$ cat src/rtl/vpu_sched_pkg.sv
// Shared constants for the VPU frame scheduler: state encoding and widths.
package vpu_sched_pkg;

  localparam int STATE_W = 2;

  localparam logic [STATE_W-1:0] ST_IDLE   = 2'd0;
  localparam logic [STATE_W-1:0] ST_PRIME  = 2'd1;
  localparam logic [STATE_W-1:0] ST_ACTIVE = 2'd2;
  localparam logic [STATE_W-1:0] ST_VBLANK = 2'd3;

  localparam int FRAME_CNT_W = 16;

endpackage

$ cat src/rtl/vpu_frame_scheduler_vblank_timer.sv
// Loadable saturating down-counter that times the vertical-blank window.
module vblank_window_timer #(
  parameter int W = 11
) (
  input  logic         clk,
  input  logic         rst,
  input  logic         load,
  input  logic [W-1:0] load_val,
  output logic [W-1:0] remaining,
  output logic         zero
);

  logic [W-1:0] count_r;

  // Load has priority; otherwise count down each cycle and hold at zero.
  always_ff @(posedge clk or posedge rst) begin
    if (rst) begin
      count_r <= {W{1'b0}};
    end else if (load) begin
      count_r <= load_val;
    end else if (count_r != {W{1'b0}}) begin
      count_r <= count_r - {{(W-1){1'b0}}, 1'b1};
    end else begin
      count_r <= count_r;
    end
  end

  assign remaining = count_r;
  assign zero      = (count_r == {W{1'b0}});

endmodule

$ cat src/rtl/vpu_frame_scheduler.sv
// Frame-level sequencer: primes the background FIFO, gates the pixel counter
// during active video, runs the vertical-blank CPU update window and commits
// double-buffer swaps at frame boundaries.
import vpu_sched_pkg::*;

module vpu_frame_scheduler #(
  parameter int FIFO_AW           = 9,
  parameter int PRIME_LEVEL       = 256,
  parameter int VBLANK_CYCLES     = 1024,
  parameter int MIN_UPDATE_CYCLES = 64
) (
  input  logic                 clk,
  input  logic                 rst,
  input  logic                 run,
  input  logic                 pixel_ready,
  input  logic                 bg_fifo_empty,
  input  logic [FIFO_AW:0]     bg_fifo_level,
  input  logic                 new_frame,
  input  logic                 cpu_update_req,
  input  logic                 cpu_update_done,
  input  logic                 swap_req,
  input  logic                 underrun_clr,
  output logic                 counter_enable,
  output logic                 fetch_enable,
  output logic                 update_grant,
  output logic                 buffer_select,
  output logic [15:0]          frame_count,
  output logic                 underrun,
  output logic [STATE_W-1:0]   state_o
);

  localparam int LW = FIFO_AW + 1;
  localparam int TW = $clog2(VBLANK_CYCLES + 1);

  localparam logic [LW-1:0] PRIME_LVL_C  = LW'(PRIME_LEVEL);
  localparam logic [TW-1:0] WIN_LOAD_C   = TW'(VBLANK_CYCLES - 1);
  localparam logic [TW-1:0] MIN_UPD_C    = TW'(MIN_UPDATE_CYCLES);

  logic [STATE_W-1:0] state_r;
  logic [STATE_W-1:0] state_nxt_s;
  logic               fetch_enable_r;
  logic               grant_r;
  logic               buffer_select_r;
  logic [15:0]        frame_count_r;
  logic               underrun_r;
  logic               swap_pending_r;

  logic               win_load_s;
  logic [TW-1:0]      win_remaining_s;
  logic               win_zero_s;
  logic               vblank_exit_s;
  logic               grant_issue_s;
  logic               underrun_set_s;

  vblank_window_timer #(
    .W(TW)
  ) u_window_timer (
    .clk       (clk),
    .rst       (rst),
    .load      (win_load_s),
    .load_val  (WIN_LOAD_C),
    .remaining (win_remaining_s),
    .zero      (win_zero_s)
  );

  // Frame-boundary and window events derived from the current state.
  always_comb begin
    win_load_s     = 1'b0;
    vblank_exit_s  = 1'b0;
    grant_issue_s  = 1'b0;
    underrun_set_s = 1'b0;
    if (state_r == ST_ACTIVE) begin
      win_load_s     = new_frame;
      underrun_set_s = pixel_ready & bg_fifo_empty;
    end else if (state_r == ST_VBLANK) begin
      // An outstanding grant holds the window open past its nominal length.
      vblank_exit_s  = win_zero_s & ~grant_r;
      grant_issue_s  = cpu_update_req & ~grant_r & (win_remaining_s >= MIN_UPD_C);
    end else begin
      win_load_s     = 1'b0;
    end
  end

  // Next-state selection; run is only sampled outside active video.
  always_comb begin
    state_nxt_s = state_r;
    case (state_r)
      ST_IDLE: begin
        if (run) state_nxt_s = ST_PRIME;
        else     state_nxt_s = ST_IDLE;
      end
      ST_PRIME: begin
        if (!run)                            state_nxt_s = ST_IDLE;
        else if (bg_fifo_level >= PRIME_LVL_C) state_nxt_s = ST_ACTIVE;
        else                                 state_nxt_s = ST_PRIME;
      end
      ST_ACTIVE: begin
        if (new_frame) state_nxt_s = ST_VBLANK;
        else           state_nxt_s = ST_ACTIVE;
      end
      ST_VBLANK: begin
        if (vblank_exit_s) state_nxt_s = run ? ST_PRIME : ST_IDLE;
        else               state_nxt_s = ST_VBLANK;
      end
      default: state_nxt_s = ST_IDLE;
    endcase
  end

  // Counter gating is combinational so a stalled FIFO freezes it the same cycle.
  always_comb begin
    counter_enable = 1'b0;
    if (state_r == ST_ACTIVE) begin
      counter_enable = pixel_ready & ~bg_fifo_empty;
    end else begin
      counter_enable = 1'b0;
    end
  end

  // State register and registered control outputs.
  always_ff @(posedge clk or posedge rst) begin
    if (rst) begin
      state_r        <= ST_IDLE;
      fetch_enable_r <= 1'b0;
      frame_count_r  <= 16'd0;
    end else begin
      state_r        <= state_nxt_s;
      fetch_enable_r <= (state_nxt_s != ST_IDLE);
      frame_count_r  <= win_load_s ? (frame_count_r + 16'd1) : frame_count_r;
    end
  end

  // CPU update grant: issued only with enough window left, dropped on done.
  always_ff @(posedge clk or posedge rst) begin
    if (rst) begin
      grant_r <= 1'b0;
    end else if (grant_issue_s) begin
      grant_r <= 1'b1;
    end else if (grant_r && cpu_update_done) begin
      grant_r <= 1'b0;
    end else begin
      grant_r <= grant_r;
    end
  end

  // Buffer swap bookkeeping: requests collapse into one toggle at VBLANK exit.
  always_ff @(posedge clk or posedge rst) begin
    if (rst) begin
      swap_pending_r  <= 1'b0;
      buffer_select_r <= 1'b0;
    end else if (vblank_exit_s) begin
      swap_pending_r  <= 1'b0;
      buffer_select_r <= buffer_select_r ^ (swap_pending_r | swap_req);
    end else if (swap_req && (state_r != ST_IDLE)) begin
      swap_pending_r  <= 1'b1;
      buffer_select_r <= buffer_select_r;
    end else begin
      swap_pending_r  <= swap_pending_r;
      buffer_select_r <= buffer_select_r;
    end
  end

  // Sticky underrun flag; a new underrun beats a simultaneous clear.
  always_ff @(posedge clk or posedge rst) begin
    if (rst) begin
      underrun_r <= 1'b0;
    end else if (underrun_set_s) begin
      underrun_r <= 1'b1;
    end else if (underrun_clr) begin
      underrun_r <= 1'b0;
    end else begin
      underrun_r <= underrun_r;
    end
  end

  assign fetch_enable  = fetch_enable_r;
  assign update_grant  = grant_r;
  assign buffer_select = buffer_select_r;
  assign frame_count   = frame_count_r;
  assign underrun      = underrun_r;
  assign state_o       = state_r;

endmodule
$ cat config.mk
export PLATFORM = sky130hd
export DESIGN_NAME = vpu_frame_scheduler
export DESIGN_NICKNAME = d
export VERILOG_FILES = /design/src/rtl/vpu_sched_pkg.sv /design/src/rtl/vpu_frame_scheduler_vblank_timer.sv /design/src/rtl/vpu_frame_scheduler.sv
export SDC_FILE = /design/constraint.sdc
export NUM_CORES = 1
export LEC_CHECK = 0
export CORE_ASPECT_RATIO = 1.5
export CORE_MARGIN = 5
export CORE_UTILIZATION = 34
export DETAILED_ROUTE_END_ITERATION = 7
export MAX_ROUTING_LAYER = met4
export SYNTH_ARGS = -nofsm -noshare
export SYNTH_HDL_FRONTEND = slang
export SYNTH_SLANG_ARGS = --single-unit
$ cat constraint.sdc
create_clock -name clk -period 2.5 [get_ports clk]
set_input_delay 0.5 -clock clk [delete_from_list [all_inputs] [get_ports clk]]
set_output_delay 0.5 -clock clk [all_outputs]
set_load 0.02 [all_outputs]
# Word-level counts from Yosys, hierarchy flattened
# Index checks and enable logic that the tools add are counted.
# totals
ff_bits	34
out_inout_bits	23
in_bits	20
# op_classes
n_reduce_logical	11
n_bitwise	9
magnitude_cmp	2
n_eq_ne	3
n_addsub	2
muxes	21
# ops
op	n
11-bit two-way mux	2
16-bit by 1-bit adder with 16-bit output (second input constant)	1
1-bit two-way mux	15
2-bit nonzero test	6
11-bit by 7-bit greater-or-equal comparator with 1-bit output (second input constant)	1
11-bit zero test	1
11-bit nonzero test	1
11-bit by 1-bit subtractor with 11-bit output (second input constant)	1
10-bit by 9-bit greater-or-equal comparator with 1-bit output (second input constant)	1
2-bit one-hot mux with 4 select lines	1
2-bit two-way mux	3
1-bit bitwise AND	5
2-bit equality test (second input constant)	2
2-bit by 1-bit equality test with 1-bit output (second input constant)	1
1-bit logical AND	2
2-bit zero test	1
1-bit NOT	2
1-bit bitwise OR	1
1-bit bitwise XOR	1

# Longest topological paths before layout
# Gate-level depths: netlist of the first run.
# logic_depth
depth_word	7
mapped_depth	6
mapped_depth_nobuf	6

# Modules after synthesis
# A second synthesis of the first run with hierarchy kept.
# unflattened
hier_cells	156
area_unflattened_um2	1681.6
# modules_own_cells
module	area_per_inst_um2	instances	cells_per_inst	seq_area_each_um2
vpu_frame_scheduler	1057.3	1	93	575.6
vblank_window_timer	624.3	1	63	275.3

# Worst setup path after synthesis of the first run
# No wires, ideal clock.
# synth_timing
kind	reg-to-reg
start	reg u_window_timer.count_r[0], in the netlist u_window_timer.remaining[0]
end	reg u_window_timer.count_r[10], in the netlist u_window_timer.remaining[10]
path_slack_ps	459
stages_incl_launch_ff	7
arrival_time_ps	1963
synth_period_minus_slack_ps	2041
required_time_ps	2422
path_cell_list	dfrtp_1 > inv_1 > ha_1 > or3b_2 > or4_4 > or3_1 > a21oi_1
# synth_between
elab_chain_cells	3
elab_cells_between_ends	5
cone_classes	1 x add/sub; 2 x mux; 2 x reduce/logical
# synth_rtl
item	line	rtl
start, declared	vpu_frame_scheduler_vblank_timer.sv:13	logic [W-1:0] count_r;
start signal, assigned	vpu_frame_scheduler_vblank_timer.sv:18	count_r <= {W{1'b0}};
start signal, assigned	vpu_frame_scheduler_vblank_timer.sv:20	count_r <= load_val;
start signal, assigned	vpu_frame_scheduler_vblank_timer.sv:22	count_r <= count_r - {{(W-1){1'b0}}, 1'b1};
11-bit by 1-bit subtractor with 11-bit output	vpu_frame_scheduler_vblank_timer.sv:22	
11-bit two-way mux	vpu_frame_scheduler_vblank_timer.sv:21	end else if (count_r != {W{1'b0}}) begin
11-bit two-way mux	vpu_frame_scheduler_vblank_timer.sv:19	end else if (load) begin
# Several ways; a longest one is shown, not always the timed one. The select of a mux whose other input is x is not followed.
# A chain may end at the register's enable or synchronous reset.

# Worst setup path after layout of the first run
# Same ends and word-level chain as after synthesis.

==> results.cfg, run 1 <==
[worst_setup_path]
critPathMaxFanout = 6
worstPathArrival_ns = 2.38
critPathCaptureType = flop
setup.worst_path.class = reg2reg
cp-start-kind = flop
required_ns = 2.71

[route]
num_vias = 1335
first_pass_iters = 4
post_drt_wl_per_cell_um = 13.9
routed_via_density = 5.11
postRouteAntennaNets = 0
wl_mm = 3.63
drc_errors = 0
drt_iter0_markers = 64

[floorplan]
row_count = 31
start_util = 0.345
core_area_um2 = 4730
die_h_um = 94.8
io_pins = 43
dieArea_um2 = 6310
die_x_um = 66.6

[cells_and_area]
fin_util = 0.457
fillers = 473
drive_above_1_share = 0.0974
n_antenna_cell = 0
final_nets = 218
syn2layout_area_growth_pct = 32.5

[yosys]
synth-simple-area-share = 0.214
yosysWarnings = 0
synth_top_family_by_area = simple AND/OR/NAND/NOR gates
yosys_register_bits = 34
synth_area_um2 = 1630
async_flop_share = 1.00
synth_edf_count = 0
synthCells = 151
synthDistinctLibCells = 39
synth_ff_type = dfrtp_1
seq_area_frac_synth = 0.521
muxShareOfSynthArea = 0.00613
synth_top_area_frac = 0.521
synth.area.top_cells = dfrtp_1, xnor2_1, xor2_1
synthXorXnorAreaFrac = 0.102
synth_compound_area_frac = 0.0989
yosys.area_share.adder = 0.0230
yosysTopAreaCell = dfrtp_1
synth_nets = 174
synth.avg_cell_area_um2 = 10.8

[placed_design]
gp_congestion = 0.754
portBuffers = 34
hpwl_mm = 2.73
post-place-ws_ns = 0.0933

[sta]
setup_slack_ns = 0.323
slew_headroom = 0.667
drv_slew = 0
finClkSkew_ns = 0.0102
hold_viol = 0
setup_viol_count_final = 0
setup-tns-final_ns = 0
fmaxAchievable_mhz = 459
fin_crit_sh = 0.871
fin_crit_ns = 2.18
max_slew.worst_pin.slew_ns = 0.488
grt_setup_unrepaired = false

[grt]
antenna_found_initial = 0
grt_pass1_vias = 1432
grt_pass1_wl_mm = 6.39
grt_usage = 0.134
grt_start_max_net_pins = 35
grt.overflow.total = 0

[clocking]
clk_latency_ns = 0.28
cts_hold_buf = 0
cts_setup_buffers = 0
clkTransAtPathRegs_ns = 0.07
cts_root_buf = clkbuf_8
clk_path_buf_depth = 2
clock_sinks = 34
cts_buffers = 5
cts_resized = 0
htree_levels = 2
cts_tree = done

[flow_run]
drv_cap = 0

[power]
vdd_drop_max_mv = 0.239
leakagePower_nw = 0.918
power_mw = 1.33
power.density_nw_per_um2 = 614

[worst_hold_path]
holdCritPathClass = reg2reg

[run_status]
status = complete, no violations
## logic make-up (layout without fill, tap and decap cells)
| group | count (synthesis) | count (layout) |
|---|---|---|
| XOR/XNOR | 19 | 19 |
| flip-flops | 34 | 34 |
| multiplexers | 1 | 1 |
| AO/OA/AOI/OAI | 24 | 24 |
| buffers and inverters | 13 | 57 |
| AND/OR/NAND/NOR | 57 | 57 |
| adder cells (fa/ha/maj) | 3 | 3 |
## cell type report
class | instances | area, um2 | share of cell area
Sequential cell | 34 | 851 | 0.394
Multi-Input combinational cell | 104 | 724 | 0.335
Timing Repair Buffer | 40 | 388 | 0.179
Tap cell | 66 | 82.6 | 0.0382
Clock buffer | 5 | 68.8 | 0.0318
Inverter | 10 | 37.5 | 0.0174
Clock inverter | 2 | 10.0 | 0.00463
## placed cells by master, fill, tap and decap left out, types with 3 or more instances in the layout
master	netlist	routed
dfrtp_1	34	34
clkdlybuf4s50_1	0	33
xnor2_1	13	13
nand2_1	12	12
inv_1	10	10
nor3_1	7	7
xor2_1	6	6
buf_4	0	6
nand4_1	5	5
a21oi_1	5	5
o31ai_1	5	5
clkbuf_8	0	5
nor2_1	4	4
nand3_1	4	4
or3_1	4	4
o21ai_0	4	4
nor2b_1	3	3
o211ai_1	3	3
ha_1	3	3
## cell usage after synthesis (all sizes together), types with 5 or more instances
cell type,number
a21oi,5
dfrtp,34
inv,10
nand2,12
nand4,5
nor3,7
o31ai,5
xnor2,13
xor2,6
## flip-flops by register name (all words and copies together) (netlist names)
| name | count |
|---|---|
| update_grant | 1 |
| underrun | 1 |
| fetch_enable | 1 |
| frame_count | 16 |
| buffer_select | 1 |
| state_o | 2 |
| u_window_timer.remaining | 11 |
| swap_pending_r | 1 |
## final timing paths
path | from | to | slack, ns | cells past startpoint
worst max-delay path | u_window_timer.remaining[0]$_DFFE_PP0P_ | u_window_timer.remaining[10]$_DFFE_PP0P_ | 0.32 | 6
worst min-delay path | frame_count[15]$_DFFE_PP0P_ | frame_count[15]$_DFFE_PP0P_ | 0.47 | 1
worst max register to register | u_window_timer.remaining[0]$_DFFE_PP0P_ | u_window_timer.remaining[10]$_DFFE_PP0P_ | 0.32 | 6
worst min register to register | frame_count[15]$_DFFE_PP0P_ | frame_count[15]$_DFFE_PP0P_ | 0.47 | 1
max in group asynchronous | rst | swap_pending_r$_DFFE_PP0P_ | 1.58 | 3
min in group asynchronous | rst | frame_count[9]$_DFFE_PP0P_ | 0.61 | 3
## metrics by stage
| step | hold slack, ns | std cells | instance area [um2] |
|---|---|---|---|
| global placement | 0.459 | 254 | 2080 |
| floorplan | 0.472 | 151 | 1630 |
| global route | 0.490 | 261 | 2160 |
| CTS | 0.478 | 261 | 2160 |
| finish | 0.468 | 261 | 2160 |
| detailed placement | 0.465 | 254 | 2080 |
## where the power goes
part / total [mW] / internal [mW] / switching [mW]
sequential: 0.702 / 0.619 / 0.0826
clock: 0.378 / 0.187 / 0.191
combinational: 0.248 / 0.122 / 0.126
total: 1.33 / 0.928 / 0.400
## layer usage
layer,vias to the layer above,wire length [um],global-route usage,share of wire
met2,30,1940,0.232,0.53
met4,0,47,0.0492,0.013
met3,6,166,0.0357,0.046
met1,671,1480,0.144,0.41
li1,628,-,-,-
met5,-,0,-,0
## worst max-delay path: stages, from the launching register on
cell	delay, ns
dfrtp_1	0.39
inv_1	0.11
ha_1	0.17
or3b_2	0.53
or4_4	0.44
or3_1	0.31
a21oi_1	0.16
No activity file was read; power rests on OpenSTA's default activity.
==> run 2, diff against run 1 <==
- ABC_AREA: not set -> 1
- SKIP_LAST_GASP: not set -> 1
- SLEW_MARGIN: not set -> 20
==> results.cfg, run 2 <==
[yosys]
synth_compound_area_frac = 0.0649
yosys_register_bits = 34
seq_area_frac_synth = 0.441
synthCells = 260
synth.avg_cell_area_um2 = 7.42
synth_area_um2 = 1930
synth_top_family_by_area = simple AND/OR/NAND/NOR gates
synthXorXnorAreaFrac = 0.0500
synth_nets = 283
synth.area.top_cells = dfrtp_1, nand2_1, inv_1
async_flop_share = 1.00
synthTopCellsByCount = nand2_1, inv_1, nor2_1
yosysWarnings = 0
synth_top_area_frac = 0.441
synthDistinctLibCells = 29
synth_ff_type = dfrtp_1
muxShareOfSynthArea = 0
synth_most_common_cell = nand2_1
synth_edf_count = 0
yosysTopAreaCell = dfrtp_1
yosys.area_share.adder = 0.0195
synth-simple-area-share = 0.334

[grt]
grt_pass1_vias = 1653
grt.overflow.total = 0
antenna_found_initial = 0
grt_usage = 0.129
grt_start_max_net_pins = 35
grt_pass1_wl_mm = 7.27

[floorplan]
start_util = 0.351
core_area_um2 = 5490
die_x_um = 71.5
dieArea_um2 = 7310
row_count = 33
die_h_um = 102
io_pins = 43

[worst_setup_path]
reg2reg_depth = 7
cp.depth = 4
cp-start-kind = primary input
critPathMaxStageDelay_ns = 0.61
cp_top_family = buffers and inverters
crit_chain = clkdlybuf4s50_1 -> nand2_1 -> nor2_1 -> clkdlybuf4s50_1
path_buf_inv = 2
setup.worst_path.class = in2out
critPathMaxFanout = 2
worstPathArrival_ns = 1.72
critPathMostFrequentCell = clkdlybuf4s50_1
required_ns = 2.00
critical_path.slowest_cell = clkdlybuf4s50_1
r2r_setup_slack_ns = 0.95
critPathCaptureType = primary output

[route]
wl_mm = 4.15
first_pass_iters = 4
drt_iter0_markers = 71
drc_errors = 0
wl_met1_mm = 1.69
post_drt_wl_per_cell_um = 11.2
highest_layer = met4
route.met3.wl_um = 181
num_vias = 1735
postRouteAntennaNets = 0
wl_met2_mm = 2.22
routed_via_density = 4.69

[cells_and_area]
layout_common_cells = nand2_1, inv_1, nor2_1
fin_area_um2 = 2450
largest_register_ff_count = 16
n_antenna_cell = 0
final_common_cell = nand2_1
regArea_um2 = 851
syn2layout_area_growth_pct = 27.3
multi_input_area_um2 = 902
drive_above_1_share = 0.0600
final_nets = 323
fillers = 567

[sta]
finClkSkew_ns = 0.00760
drv_slew = 0
fin_crit_ns = 2.22
whs_ns = 0.507
grt_setup_unrepaired = false
fmaxAchievable_mhz = 451
slew_headroom = 0.713
setup_viol_count_final = 0
setup_slack_ns = 0.282
hold_viol = 0
fin_crit_sh = 0.887
max_slew.worst_pin.slew_ns = 0.430
setup-tns-final_ns = 0

[placed_design]
gp_congestion = 0.802
hpwl_mm = 3.16
portBuffers = 34
post-place-ws_ns = 0.277
placedInstanceArea_um2 = 2340

[clocking]
cts_setup_buffers = 0
cts_hold_buf = 0
clkTransAtPathRegs_ns = 0.07
clk_latency_ns = 0.28
cts_tree = done
clk_path_buf_depth = 2
cts_resized = 0
cts_buffers = 5
cts_root_buf = clkbuf_8
clock_sinks = 34
htree_levels = 2

[flow_run]
drv_cap = 0

[worst_hold_path]
holdCritPathClass = reg2reg
hold_depth = 2

[power]
power.density_nw_per_um2 = 696
leakagePower_nw = 1.17
vdd_drop_max_mv = 0.349

[run_status]
status = complete, no violations
## run 2: changes by cell type in the layout (fill, tap and decap cells not counted), moves of 6 or more
cell,before,now
nand2_1,12,77
nor2_1,4,36
nand3_1,4,18
inv_1,10,38
xnor2_1,13,4
o21ai_1,0,6
o21ai_0,4,10
## run 2: cells by family (layout without fill, tap and decap cells)
logic type | after synthesis | after routing
flip-flops | 34 | 34
AND/OR/NAND/NOR | 147 | 147
adder cells (fa/ha/maj) | 3 | 3
XOR/XNOR | 11 | 11
AO/OA/AOI/OAI | 23 | 23
buffers and inverters | 42 | 82
## run 2: routing by layer
metal / GRT usage / vias up
li1: - / 889
met1: 0.136 / 806
met2: 0.235 / 34
met3: 0.0295 / 6
met4: 0.0434 / 0
met5: - / -
## run 2: worst paths after layout
| kind | from | end |
|---|---|---|
| max | pixel_ready | counter_enable |
| min | swap_pending_r$_DFFE_PP0P_ | swap_pending_r$_DFFE_PP0P_ |
| max reg2reg | u_window_timer.remaining[0]$_DFFE_PP0P_ | u_window_timer.remaining[0]$_DFFE_PP0P_ |
| min reg2reg | swap_pending_r$_DFFE_PP0P_ | swap_pending_r$_DFFE_PP0P_ |
| max in group asynchronous | rst | u_window_timer.remaining[9]$_DFFE_PP0P_ |
| min in group asynchronous | rst | frame_count[9]$_DFFE_PP0P_ |
## run 2: metrics by stage
step | utilization | instances | total power, mW
after floorplan | - | 260 | 1.04
final | 0.447 | 370 | 1.71
after global placement | 0.426 | 363 | 1.20
after CTS | 0.447 | 370 | 1.72
after detailed placement | 0.426 | 363 | 1.21
after global routing | 0.447 | 370 | 1.83
## run 2: power breakdown
| part | internal, mW | switching (mW) |
|---|---|---|
| clock | 0.319 | 0.195 |
| combinational | 0.189 | 0.261 |
| sequential | 0.644 | 0.0993 |
## run 2: worst reg2reg max path: stages, from the launching register on
cell     delay (ns)
dfrtp_1        0.40
inv_1          0.18
ha_1           0.20
nand2_1        0.08
nor2_1         0.17
nand3_2        0.20
o21ai_1        0.13
o21ai_1        0.07
## run 2: layout make-up
type | count | share of cell area
clock buffers | 6 | 0.0337
repair buffers | 35 | 0.142
well taps | 70 | 0.0357
inverters | 40 | 0.0622
multi-input cells | 184 | 0.368
clock inverters | 1 | 0.0122
flip-flops and latches | 34 | 0.347
==> run 3, diff against run 2 <==
- CORE_ASPECT_RATIO: 1.5 -> not set
- CORE_UTILIZATION: 34 -> 50
- PLACE_DENSITY: not set -> 0.79
- SETUP_SLACK_MARGIN: not set -> 0.3
==> results.cfg, run 3 (synthesis gave the netlist of run 2 again) <==
[run_status]
status = complete, no violations

[grt]
grt.overflow.total = 0
grt_usage = 0.184
grt_start_max_net_pins = 35
grt_pass1_wl_mm = 7.27
grt_pass1_vias = 1668
antenna_found_initial = 0

[clocking]
cts_resized = 1
clock_sinks = 34
clkTransAtPathRegs_ns = 0.06
cts_buffers = 5
cts_tree = done
cts_hold_buf = 0
cts_setup_buffers = 0
clk_path_buf_depth = 2
cts_root_buf = clkbuf_8
clk_latency_ns = 0.28
htree_levels = 2

[worst_setup_path]
r2r-start = u_window_timer.remaining[0]$_DFFE_PP0P_
r2r_setup_slack_ns = 0.93
worstPathArrival_ns = 1.44
crit_chain = clkdlybuf4s50_1 -> nand2_1 -> nor2_1 -> dlygate4sd2_1
critPathMaxStageDelay_ns = 0.48
critPathMaxFanout = 2
r2r-end = u_window_timer.remaining[10]$_DFFE_PP0P_
critical_path.slowest_cell = clkdlybuf4s50_1
cp-start-kind = primary input
reg2reg_depth = 7
critPathCaptureType = primary output
required_ns = 2.00
setup.worst_path.class = in2out

[cells_and_area]
syn2layout_area_growth_pct = 24.2
fillers = 312
largest_register_ff_count = 16
layout_common_cells = nand2_1, inv_1, nor2_1
fin_area_um2 = 2390
final_nets = 323
drive_above_1_share = 0.0569
regArea_um2 = 851
final_common_cell = nand2_1
n_antenna_cell = 0
multi_input_area_um2 = 902

[route]
post_drt_wl_per_cell_um = 11.8
num_vias = 1743
drt_iter0_markers = 113
first_pass_iters = 4
drc_errors = 0
postRouteAntennaNets = 0
wl_mm = 4.09
routed_via_density = 5.02

[sta]
setup_slack_ns = 0.561
finClkSkew_ns = 0.00680
grt_setup_unrepaired = false
drv_slew = 0
slew_headroom = 0.716
setup-tns-final_ns = 0
max_slew.worst_pin.slew_ns = 0.426
hold_viol = 0
setup_viol_count_final = 0
fmaxAchievable_mhz = 516
whs_ns = 0.515
fin_crit_ns = 1.94
fin_crit_sh = 0.776

[floorplan]
die_x_um = 72.1
die_h_um = 72.1
io_pins = 43
core_area_um2 = 3690
start_util = 0.523
dieArea_um2 = 5200
row_count = 22

[worst_hold_path]
holdCritPathClass = reg2reg
hold_depth = 1
min_from = frame_count[5]$_DFFE_PP0P_
holdPathEnd = frame_count[5]$_DFFE_PP0P_

[placed_design]
hpwl_mm = 3.07
portBuffers = 34
gp_congestion = 0.916
placedInstanceArea_um2 = 2310
post-place-ws_ns = 0.280

[power]
leakagePower_nw = 1.16
vdd_drop_max_mv = 0.367
power.density_nw_per_um2 = 662

[flow_run]
drv_cap = 0
[run 3: worst max-delay path by stage]
stage / startpoint / cells past startpoint / endpoint
after floorplan: state_o[1]$_DFF_PP0_ / 4 / counter_enable
after global placement: pixel_ready / 4 / counter_enable
after detailed placement: pixel_ready / 4 / counter_enable
after CTS: pixel_ready / 4 / counter_enable
after global routing: pixel_ready / 4 / counter_enable
final: pixel_ready / 4 / counter_enable
[run 3: power by group]
group | switching [mW] | internal, mW | total [mW]
sequential | 0.0942 | 0.645 | 0.739
clock | 0.182 | 0.212 | 0.394
combinational | 0.265 | 0.189 | 0.454
total | 0.540 | 1.05 | 1.59
[run 3: through the flow]
step	cells	util	total power, mW
2_1_floorplan	260	-	1.04
3_3_place_gp	341	0.627	1.18
3_5_place_dp	341	0.627	1.20
4_1_cts	347	0.649	1.61
5_1_grt	347	0.649	1.71
6_report	347	0.649	1.59
[run 3: final cells by class]
type	instances	area share
clock buffer	6	0.0345
inverter	40	0.0637
tap	48	0.0251
sequential	34	0.355
multi-input combinational	184	0.377
timing repair buffer	35	0.145
[run 3: per-layer routing]
layer  track usage  vias to the layer above  routed length, um
met1         0.234                      796               1800
met5             -                        -                  0
met2         0.277                       50               1950
li1              -                      886                  -
met4        0.0710                        0                 91
met3        0.0540                       11                242
[run 3: critical path, delay by kind of cell]
family,cells,cell delay [ns]
buffers and inverters,2,0.81
AND/OR/NAND/NOR,2,0.13
